File: src/rtl/cdb_arbiter_if.sv
// Result-broadcast bus between the execution-unit producers, the CDB arbiter
// and the CDB consumers. The slave modport is the arbiter's view; the master
// modport is the view of the producers and consumers around it.
interface cdb_arbiter_if #(
  parameter int NREQ    = 3,
  parameter int ID_BITS = 4,
  parameter int DATA_W  = 32
);
  logic [NREQ-1:0]         req_valid;
  logic [NREQ*ID_BITS-1:0] req_id;
  logic [NREQ*DATA_W-1:0]  req_value;
  logic [NREQ-1:0]         req_ready;

  logic                    cdb_rdy_1;
  logic [ID_BITS-1:0]      cdb_id_1;
  logic [DATA_W-1:0]       cdb_value_1;
  logic                    cdb_rdy_2;
  logic [ID_BITS-1:0]      cdb_id_2;
  logic [DATA_W-1:0]       cdb_value_2;

  modport slave (
    input  req_valid, req_id, req_value,
    output req_ready,
    output cdb_rdy_1, cdb_id_1, cdb_value_1,
    output cdb_rdy_2, cdb_id_2, cdb_value_2
  );

  modport master (
    output req_valid, req_id, req_value,
    input  req_ready,
    input  cdb_rdy_1, cdb_id_1, cdb_value_1,
    input  cdb_rdy_2, cdb_id_2, cdb_value_2
  );
endinterface

File: src/rtl/cdb_arbiter.sv
// CDB arbiter: grants up to two pending producer results per cycle and
// broadcasts them one cycle later on the two registered CDB channels.
// The scan order is round-robin by default. Defining CDB_FIXED_PRIO_EN turns
// that off: the scan always starts at producer 0, and no rotation pointer is built.
module cdb_arbiter #(
  parameter int NREQ    = 3,
  parameter int ID_BITS = 4,
  parameter int DATA_W  = 32
) (
  input  logic         clk_in,
  input  logic         rst_in,
  input  logic         rdy_in,
  input  logic         flush,
  cdb_arbiter_if.slave bus
);
  localparam int PTR_W = (NREQ > 1) ? $clog2(NREQ) : 1;

  logic [ID_BITS-1:0] id_arr    [NREQ];
  logic [DATA_W-1:0]  value_arr [NREQ];

  logic [PTR_W-1:0]   start_idx;
  logic [PTR_W-1:0]   scan_idx;
  logic [PTR_W-1:0]   g1_idx;
  logic [PTR_W-1:0]   g2_idx;
  logic               g1_found;
  logic               g2_found;
  logic [NREQ-1:0]    grant;
  logic               accept;

  logic               rdy_1_q;
  logic [ID_BITS-1:0] id_1_q;
  logic [DATA_W-1:0]  value_1_q;
  logic               rdy_2_q;
  logic [ID_BITS-1:0] id_2_q;
  logic [DATA_W-1:0]  value_2_q;

  for (genvar k = 0; k < NREQ; k++) begin : g_unpack
    assign id_arr[k]    = bus.req_id[k*ID_BITS +: ID_BITS];
    assign value_arr[k] = bus.req_value[k*DATA_W +: DATA_W];
  end

`ifdef CDB_FIXED_PRIO_EN
  assign start_idx = '0;
`else
  logic [PTR_W-1:0] rr_ptr;
  logic [PTR_W-1:0] last_idx;
  logic [PTR_W-1:0] next_ptr;

  assign start_idx = rr_ptr;
  assign last_idx  = g2_found ? g2_idx : g1_idx;
  assign next_ptr  = (last_idx == PTR_W'(NREQ - 1)) ? '0 : last_idx + 1'b1;
`endif

  // Walk producers from the start index with wrap-around; first two valids win
  always_comb begin
    g1_found = 1'b0;
    g2_found = 1'b0;
    g1_idx   = '0;
    g2_idx   = '0;
    scan_idx = '0;
    grant    = '0;
    for (int i = 0; i < NREQ; i++) begin
      scan_idx = PTR_W'((int'(start_idx) + i) % NREQ);
      if (bus.req_valid[scan_idx]) begin
        if (!g1_found) begin
          g1_found = 1'b1;
          g1_idx   = scan_idx;
        end else if (!g2_found) begin
          g2_found = 1'b1;
          g2_idx   = scan_idx;
        end
      end
    end
    if (g1_found) grant[g1_idx] = 1'b1;
    if (g2_found) grant[g2_idx] = 1'b1;
  end

  assign accept        = rdy_in & ~flush & ~rst_in;
  assign bus.req_ready = grant & {NREQ{accept}};

  // Register the granted results onto the channels; reset/flush squash, pause holds
  always_ff @(posedge clk_in) begin
    if (rst_in || flush) begin
      rdy_1_q   <= 1'b0;
      id_1_q    <= '0;
      value_1_q <= '0;
      rdy_2_q   <= 1'b0;
      id_2_q    <= '0;
      value_2_q <= '0;
`ifndef CDB_FIXED_PRIO_EN
      rr_ptr    <= '0;
`endif
    end else if (rdy_in) begin
      rdy_1_q   <= g1_found;
      id_1_q    <= g1_found ? id_arr[g1_idx]    : '0;
      value_1_q <= g1_found ? value_arr[g1_idx] : '0;
      rdy_2_q   <= g2_found;
      id_2_q    <= g2_found ? id_arr[g2_idx]    : '0;
      value_2_q <= g2_found ? value_arr[g2_idx] : '0;
`ifndef CDB_FIXED_PRIO_EN
      if (g1_found) rr_ptr <= next_ptr;
`endif
    end
  end

  assign bus.cdb_rdy_1   = rdy_1_q;
  assign bus.cdb_id_1    = id_1_q;
  assign bus.cdb_value_1 = value_1_q;
  assign bus.cdb_rdy_2   = rdy_2_q;
  assign bus.cdb_id_2    = id_2_q;
  assign bus.cdb_value_2 = value_2_q;
endmodule

File: src/flat_wrapper.sv
// flat-port wrapper written by rule: the top's interface ports become plain ports
module cdb_arbiter_flat 
#(
  parameter int NREQ    = 3,
  parameter int ID_BITS = 4,
  parameter int DATA_W  = 32
)
  (clk_in, rst_in, rdy_in, flush, bus_req_valid, bus_req_id, bus_req_value, bus_req_ready, bus_cdb_rdy_1, bus_cdb_id_1, bus_cdb_value_1, bus_cdb_rdy_2, bus_cdb_id_2, bus_cdb_value_2);
  cdb_arbiter_if #(.NREQ(NREQ), .ID_BITS(ID_BITS), .DATA_W(DATA_W)) bus_i ();
  input  logic clk_in;
  input  logic rst_in;
  input  logic rdy_in;
  input  logic flush;
  input wire logic [$bits(bus_i.req_valid)-1:0] bus_req_valid;
  input wire logic [$bits(bus_i.req_id)-1:0] bus_req_id;
  input wire logic [$bits(bus_i.req_value)-1:0] bus_req_value;
  output wire logic [$bits(bus_i.req_ready)-1:0] bus_req_ready;
  output wire logic [$bits(bus_i.cdb_rdy_1)-1:0] bus_cdb_rdy_1;
  output wire logic [$bits(bus_i.cdb_id_1)-1:0] bus_cdb_id_1;
  output wire logic [$bits(bus_i.cdb_value_1)-1:0] bus_cdb_value_1;
  output wire logic [$bits(bus_i.cdb_rdy_2)-1:0] bus_cdb_rdy_2;
  output wire logic [$bits(bus_i.cdb_id_2)-1:0] bus_cdb_id_2;
  output wire logic [$bits(bus_i.cdb_value_2)-1:0] bus_cdb_value_2;
  assign bus_i.req_valid = bus_req_valid;
  assign bus_i.req_id = bus_req_id;
  assign bus_i.req_value = bus_req_value;
  assign bus_req_ready = bus_i.req_ready;
  assign bus_cdb_rdy_1 = bus_i.cdb_rdy_1;
  assign bus_cdb_id_1 = bus_i.cdb_id_1;
  assign bus_cdb_value_1 = bus_i.cdb_value_1;
  assign bus_cdb_rdy_2 = bus_i.cdb_rdy_2;
  assign bus_cdb_id_2 = bus_i.cdb_id_2;
  assign bus_cdb_value_2 = bus_i.cdb_value_2;
  cdb_arbiter #(.NREQ(NREQ), .ID_BITS(ID_BITS), .DATA_W(DATA_W)) u_core (.clk_in(clk_in), .rst_in(rst_in), .rdy_in(rdy_in), .flush(flush), .bus(bus_i));
endmodule
File: config.mk
export PLATFORM = sky130hd
export DESIGN_NAME = cdb_arbiter_flat
export DESIGN_NICKNAME = d
export VERILOG_FILES = /design/src/rtl/cdb_arbiter_if.sv /design/src/rtl/cdb_arbiter.sv /design/src/flat_wrapper.sv
export SDC_FILE = /design/constraint.sdc
export NUM_CORES = 1
export LEC_CHECK = 0
export ABC_AREA = 1
export BUFFER_PORTS_ARGS = -buffer_cell sky130_fd_sc_hd__buf_2
export CAP_MARGIN = 10
export CORE_ASPECT_RATIO = 1.25
export CORE_UTILIZATION = 54
export DETAILED_ROUTE_END_ITERATION = 12
export GPL_TIMING_DRIVEN = 0
export MAX_ROUTING_LAYER = met4
export PLACE_DENSITY_LB_ADDON = 0.05
export SLEW_MARGIN = 20
export SYNTH_ARGS = -nofsm -noshare
export SYNTH_HDL_FRONTEND = slang
export SYNTH_SLANG_ARGS = --single-unit
File: constraint.sdc
create_clock -name clk_in -period 3.9 [get_ports clk_in]
set_input_delay 0.195 -clock clk_in [delete_from_list [all_inputs] [get_ports clk_in]]
set_output_delay 0.195 -clock clk_in [all_outputs]
set_load 0.05 [all_outputs]
==> summary.md, run 1 <==
Timing
• maximum clock rate: 325 MHz
• Hold WS: 0.195 ns
• pin slew with the least headroom to its limit: 0.673 ns
• Final Setup Violations: 0
• crit path time final: 3.08 ns
• Final Hold Vio Count: 0
• final-report max-slew violation count: 0
• clk_skew: 0.00728 ns
• share of the cycle needed by the critical path after routing: 78.9%
• worst relative slew slack: 55.1%
• Total Negative Setup Slacks: 0 ns
• setup repair after global routing missed its margin: false

Power
• net switching power: 1170 uW
• part of the power in the clock network: 30.8%
• largest voltage drop on the vdd net: 0.283 mV
• Leak Pwr: 0.00356 uW
• cell internal pwr: 1680 uW
• switching part of the total power: 41.0%
• proportion of power drawn by combinational gates: 39.6%
• sequential power share: 29.6%
• power density over the cells: 436 nW/um2

Clock tree
• number of instances resized during post-cts repair: 0
• buffer cell driving the clock tree root: sky130_fd_sc_hd__clkbuf_16
• clock tree from TritonCTS: done
• number of sinks driven by the clock tree: 76
• cts bufs inserted: 9
• count of hold-fix buffers inserted at cts: 0
• Clk Latency, worst-skew pair: 0.35 ns
• setup fix buffers added after clock tree synthesis: 0
• clock transition time at the flip-flop clock pins of the worst setup and hold paths: 0.06 ns
• clk buf depth: 2
• CTS H-Tree Depth: 3

Global routing
• global routing met2 resource utilization: 58.3%
• number of global-route vias before repair: 5,758
• first-pass GRT wire length: 27.4 mm
• aggregate global-route resource usage: 36.9%
• antenna violations before repair: 0
• pin count of the biggest net entering global routing: 16
• met1 Usage GRT: 44.7%
• most heavily used metal layer in global routing: met2
• GR Overflow Total: 0
• met3 track demand over resource: 6.78%

Critical path
• Crit path required time: 3.70 ns
• biggest fanout along the worst timing path: 10
• Crit Reg-Reg Endpoint: u_core.bus.cdb_value_1[23]
• category of the worst setup path capture point: output pin
• WP data arrival: 2.88 ns
• worst reg2reg startpoint: u_core.rr_ptr[0]
• Critical path origin: u_core.rr_ptr[0]
• R2R Setup Slk: 1.31 ns
• number of cells traversed by the worst register-to-register path: 14
• category of the worst setup path launch point: flop
• worst setup path category: flop to output pin

Route
• wire length reported by the detailed router: 17.4 mm
• routed via count divided by cell count: 5.36
• average wire per standard cell: 14.3 um
• Post-DRT Antenna Nets: 0
• DRC violation count after routing: 0
• Initial DRT Pass Iterations: 5
• vias post-DR: 6,508
• count of routing violations after the opening detailed-route iteration: 575

Hold path
• worst-case hold path end point: u_core.bus.cdb_value_1[2]
• Hold Path Depth: 5
• hold crit path type: input port to flop
• worst hold start: bus_req_value[66]

Run status
• result of the run: complete, no violations

Die
• Die Ht: 111 um
• Placement Rows: 39
• IO Pins: 192
• die outline width: 88.9 um
• Die Outline Area: 9840 um2
• area inside the core boundary: 9170 um2
• initial cell density of the core: 55.6%

Finish
• area delta synth->final: 27.8%
• total non-filler cell area in the finished layout: 6520 um2
• final cell count without fillers: 1,214
• commonest cells after routing, fill and taps aside: sky130_fd_sc_hd__nand2_1 (354), sky130_fd_sc_hd__buf_2 (205), sky130_fd_sc_hd__nand3_1 (192), sky130_fd_sc_hd__inv_1 (85), sky130_fd_sc_hd__a21oi_1 (79)
• most common cell after layout, fill and taps aside: sky130_fd_sc_hd__nand2_1
• share of post-route cells with drive strength above 1: 23.7%
• total number of nets in the final design: 1,204
• total inserted antenna cells: 0

Yosys
• Netlist Area Pre-Place: 5100 um2
• synthesized net count: 1,002
• unique cell type count in the Yosys netlist: 23
• number of warnings issued by yosys: 0
• flip-flop and latch count after synthesis: 76
• sequential-to-total area share from yosys stat: 29.8%
• post-synthesis instance total: 884
• Syn Area/Cell: 5.77 um2

Flow run
• max capacitance violation total: 0

Placement
• detailed placement HPWL: 12.8 mm
• cell area after placement: 6210 um2
• dpl cells: 1,198
• routability congestion estimate from global placement: 0.925
• number of buffers added on ports: 191

[cells by family (layout without fill, tap and decap cells)]
family                   Yosys count  in the layout  share of synthesized area [%]
flip-flops                        76             76                           29.8
AND/OR/NAND/NOR                  565            565                           47.6
AO/OA/AOI/OAI                     86             86                           8.56
adder cells (fa/ha/maj)            3              3                          0.736
buffers and inverters            154            361                           13.3
[cells in the mapped netlist]
library cell                 n  area share (%)
sky130_fd_sc_hd__dfxtp_1    76              30
sky130_fd_sc_hd__nand4_1     1            0.12
sky130_fd_sc_hd__clkbuf_1   25             1.8
sky130_fd_sc_hd__nand2_1   354              26
sky130_fd_sc_hd__o21ai_0     1           0.098
sky130_fd_sc_hd__o21ai_2     1            0.17
sky130_fd_sc_hd__nand2_4     1            0.22
sky130_fd_sc_hd__nand2_2     4            0.49
sky130_fd_sc_hd__a21oi_1    79             7.8
sky130_fd_sc_hd__inv_2       8            0.59
sky130_fd_sc_hd__a21boi_0    1            0.15
sky130_fd_sc_hd__nand3_2     4            0.78
sky130_fd_sc_hd__o21ai_1     4            0.39
sky130_fd_sc_hd__nand3_4     1            0.34
sky130_fd_sc_hd__nor2_4      1            0.22
sky130_fd_sc_hd__nor2_1      7            0.52
sky130_fd_sc_hd__nand3_1   192              19
sky130_fd_sc_hd__buf_1       4            0.29
sky130_fd_sc_hd__buf_2      14             1.4
sky130_fd_sc_hd__buf_4      14             2.1
sky130_fd_sc_hd__buf_6       4            0.88
sky130_fd_sc_hd__ha_1        3            0.74
sky130_fd_sc_hd__inv_1      85             6.3
[critical path, stage by stage (launching register included)]
cell,delay (ns)
sky130_fd_sc_hd__dfxtp_1,0.37
sky130_fd_sc_hd__inv_1,0.08
sky130_fd_sc_hd__ha_1,0.45
sky130_fd_sc_hd__inv_2,0.11
sky130_fd_sc_hd__nand3_1,0.10
sky130_fd_sc_hd__inv_1,0.04
sky130_fd_sc_hd__a21boi_0,0.25
sky130_fd_sc_hd__o21ai_2,0.14
sky130_fd_sc_hd__inv_2,0.07
sky130_fd_sc_hd__buf_4,0.18
sky130_fd_sc_hd__buf_4,0.20
sky130_fd_sc_hd__nand3_1,0.11
sky130_fd_sc_hd__a21oi_1,0.15
sky130_fd_sc_hd__buf_2,0.28
[how the worst max path moves through the flow]
stage,cells past startpoint,to
after floorplan,11,bus_req_ready[0]
after global placement,14,bus_req_ready[0]
after detailed placement,14,bus_req_ready[0]
after CTS,14,bus_req_ready[0]
after global routing,14,bus_req_ready[0]
final,13,bus_req_ready[0]
[area by class of cell]
class,instances,area [um2]
multi-input combinational,654,2900
fill,950,2650
sequential,76,1520
timing repair buffer,191,956
inverter,93,349
buffer,61,329
clock buffer,9,225
tap,123,154
clock inverter,7,83.8
[power groups by stage]
stage / combinational (uW) / sequential, uW / clock (uW)
2_1_floorplan: 653 / 1000 / 0
3_3_place_gp: 1100 / 858 / 0
3_5_place_dp: 1110 / 859 / 0
4_1_cts: 1110 / 842 / 876
5_1_grt: 1240 / 847 / 917
6_report: 1130 / 842 / 875
[stage by stage]
stage	utilization (%)	setup slack [ns]	power, uW
after floorplan	-	1.16	1660
after global placement	67.7	1.23	1960
after detailed placement	67.7	1.25	1970
after CTS	71.1	0.842	2830
after global routing	71.1	0.658	3000
final	71.1	0.823	2850
[state kept, by name, indices dropped and copies added (netlist names)]
name / flops
u_core.bus.cdb_value_2: 32
u_core.rr_ptr: 2
u_core.bus.cdb_rdy_1: 1
u_core.bus.cdb_rdy_2: 1
u_core.bus.cdb_value_1: 32
u_core.bus.cdb_id_1: 4
u_core.bus.cdb_id_2: 4
[per-layer routing]
| layer | share of wire, % | wire, um |
|---|---|---|
| met4 | 4.1 | 708 |
| met2 | 47 | 8160 |
| met3 | 9.1 | 1590 |
| met5 | 0 | 0 |
| met1 | 40 | 6910 |
Power figures use the tool's default switching activity.
==> run 2: changes to the inputs <==
CORE_UTILIZATION = 50   (was 54)
clock period = 2.84 ns   (was 3.9 ns; I/O delays follow)
==> run 2 against run 1 <==
- critical path depth down 1
- die area up 7.8%
- global-route usage down 3.3 points
- largest cell class unchanged
==> summary.md, run 2 (synthesis gave the netlist of run 1 again) <==
Run status
• result of the run: complete, no violations, unchanged

Power
• net switching power: 1550 uW, was 1170 uW
• part of the power in the clock network: 31.5%, was 30.8%
• proportion of power drawn by combinational gates: 39.2%, was 39.6%
• switching part of the total power: 39.2%, was 41.0%
• Leak Pwr: 0.00357 uW, was 0.00356 uW
• sequential power share: 29.2%, was 29.6%
• cell internal pwr: 2400 uW, was 1680 uW
• power density over the cells: 603 nW/um2, was 436 nW/um2
• largest voltage drop on the vdd net: 0.388 mV, was 0.283 mV

Route
• wire length reported by the detailed router: 17.3 mm, was 17.4 mm
• average wire per standard cell: 14.3 um, about the same
• Initial DRT Pass Iterations: 5, unchanged
• routed via count divided by cell count: 5.26, was 5.36
• Post-DRT Antenna Nets: 0, unchanged
• vias post-DR: 6,387, was 6,508
• count of routing violations after the opening detailed-route iteration: 402, was 575
• DRC violation count after routing: 0, unchanged

Clock tree
• setup fix buffers added after clock tree synthesis: 0, unchanged
• cts bufs inserted: 9, unchanged
• Clk Latency, worst-skew pair: 0.34 ns, was 0.35 ns
• clk buf depth: 2, unchanged
• clock tree from TritonCTS: done, unchanged
• CTS H-Tree Depth: 3, unchanged
• clock transition time at the flip-flop clock pins of the worst setup and hold paths: 0.06 ns, about the same
• buffer cell driving the clock tree root: sky130_fd_sc_hd__clkbuf_16, unchanged
• number of sinks driven by the clock tree: 76, unchanged

Die
• initial cell density of the core: 52.3%, was 55.6%
• Die Outline Area: 10,600 um2, was 9840 um2
• Die Ht: 115 um, was 111 um
• die outline width: 92.3 um, was 88.9 um
• area inside the core boundary: 9760 um2, was 9170 um2
• IO Pins: 192, unchanged
• Placement Rows: 40, was 39

Critical path
• worst setup path category: flop to output pin, unchanged
• Crit path required time: 2.70 ns, was 3.70 ns
• critical-path cell list: inv_1 > ha_4 > inv_2 > nand3_1 > nand2_1 > inv_2 > nand3_4 > nand3_2 > buf_4 > buf_4 > a21oi_2 > buf_4, was inv_1 > ha_1 > inv_2 > nand3_1 > inv_1 > a21boi_0 > o21ai_2 > inv_2 > buf_4 > buf_4 > nand3_1 > a21oi_1 > buf_2
• slowest cell on the critical path: sky130_fd_sc_hd__dfxtp_1, was sky130_fd_sc_hd__ha_1
• cell mode on critical path: sky130_fd_sc_hd__buf_4
• category of the worst setup path capture point: output pin, unchanged
• WP data arrival: 2.53 ns, was 2.88 ns
• category of the worst setup path launch point: flop, unchanged
• Max stage delay on crit path: 0.37 ns, was 0.45 ns
• biggest fanout along the worst timing path: 10, unchanged

Timing
• share of the cycle needed by the critical path after routing: 94.2%
• crit path time final: 2.68 ns
• pin slew with the least headroom to its limit: 0.576 ns, was 0.673 ns
• clk_skew: 0.00532 ns, was 0.00728 ns
• Final Hold Vio Count: 0, unchanged
• maximum clock rate: 374 MHz
• Final Setup Violations: 0, unchanged
• final-report max-slew violation count: 0, unchanged
• setup repair after global routing missed its margin: false, unchanged
• worst relative slew slack: 61.6%, was 55.1%
• Total Negative Setup Slacks: 0 ns, unchanged

Global routing
• aggregate global-route resource usage: 33.6%, was 36.9%
• pin count of the biggest net entering global routing: 20, was 16
• first-pass GRT wire length: 27.4 mm, about the same
• GR Overflow Total: 0, unchanged
• number of global-route vias before repair: 5,686, was 5,758
• antenna violations before repair: 0, unchanged

Finish
• area delta synth->final: 28.7%, was 27.8%
• total inserted antenna cells: 0, unchanged
• most common cell after layout, fill and taps aside: sky130_fd_sc_hd__nand2_1, unchanged
• share of post-route cells with drive strength above 1: 24.1%, was 23.7%
• commonest cells after routing, fill and taps aside: sky130_fd_sc_hd__nand2_1 (353), sky130_fd_sc_hd__buf_2 (201), sky130_fd_sc_hd__nand3_1 (192), sky130_fd_sc_hd__inv_1 (85), sky130_fd_sc_hd__a21oi_1 (78), was sky130_fd_sc_hd__nand2_1 (354), sky130_fd_sc_hd__buf_2 (205), sky130_fd_sc_hd__nand3_1 (192), sky130_fd_sc_hd__inv_1 (85), sky130_fd_sc_hd__a21oi_1 (79)
• total number of nets in the final design: 1,202, was 1,204
• Finished Core Util: 67.3%, was 71.1%

Placement
• routability congestion estimate from global placement: 0.962, was 0.925
• number of buffers added on ports: 191, unchanged
• detailed placement HPWL: 12.8 mm, about the same

Hold path
• hold crit path type: input port to flop, unchanged

Flow run
• max capacitance violation total: 0, unchanged

==> run 2: layout make-up <==
| class | instances | area [um2] |
|---|---|---|
| buffer | 59 | 320 |
| clock buffer | 11 | 243 |
| clock inverter | 5 | 75.1 |
| fill | 1019 | 3190 |
| inverter | 93 | 352 |
| multi-input combinational | 654 | 2930 |
| sequential | 76 | 1520 |
| tap | 126 | 158 |
| timing repair buffer | 191 | 963 |
==> run 2: final timing paths <==
path         slack (ns)                          to  cells after the start                 startpoint
max                0.16            bus_req_ready[1]                     12           u_core.rr_ptr[0]
min                0.16  u_core.bus.cdb_value_1[22]                      5          bus_req_value[86]
max reg2reg        0.44  u_core.bus.cdb_value_1[24]                     14           u_core.rr_ptr[0]
min reg2reg        0.46   u_core.bus.cdb_value_1[6]                      2  u_core.bus.cdb_value_1[6]
==> run 2: critical path: cells and delay by family, from the launching register on <==
family                     cells  cell delay [ns]
DFF                            1             0.37
AOI/OAI and AO/OA              1             0.18
buffers and inverters          6             0.88
and+or+nand+nor                4             0.47
adders and majority gates      1             0.28
==> run 2: layer usage <==
metal / track usage, % / share of wire [%]
met1: 40.7 / 41
met3: 4.70 / 8.5
met5: - / 0
met2: 56.7 / 49
met4: 12.0 / 1.6
==> run 2: power groups by stage <==
stage,clock (uW),combinational [uW],sequential [uW]
3_3_place_gp,0,1510,1180
4_1_cts,1250,1530,1160
6_report,1250,1550,1160
2_1_floorplan,0,897,1380
3_5_place_dp,0,1520,1180
5_1_grt,1310,1710,1160
==> run 2: timing repair <==
item,CTS,global route
setup endpoints to repair,3,3
hold buffers,0,0
gates resized for setup,7,7
==> run 2: stage by stage <==
step / hold WS [ns] / total power, uW / instances / area, um2 / worst slack, ns
3_5_place_dp: 0.452 / 2700 / 1201 / 6210 / 0.0963
5_1_grt: 0.174 / 4180 / 1215 / 6570 / 0.0296
2_1_floorplan: 0.347 / 2280 / 884 / 5100 / 0.157
3_3_place_gp: 0.449 / 2690 / 1201 / 6210 / 0.0650
4_1_cts: 0.153 / 3940 / 1216 / 6550 / 0.00658
6_report: 0.157 / 3960 / 1215 / 6570 / 0.164
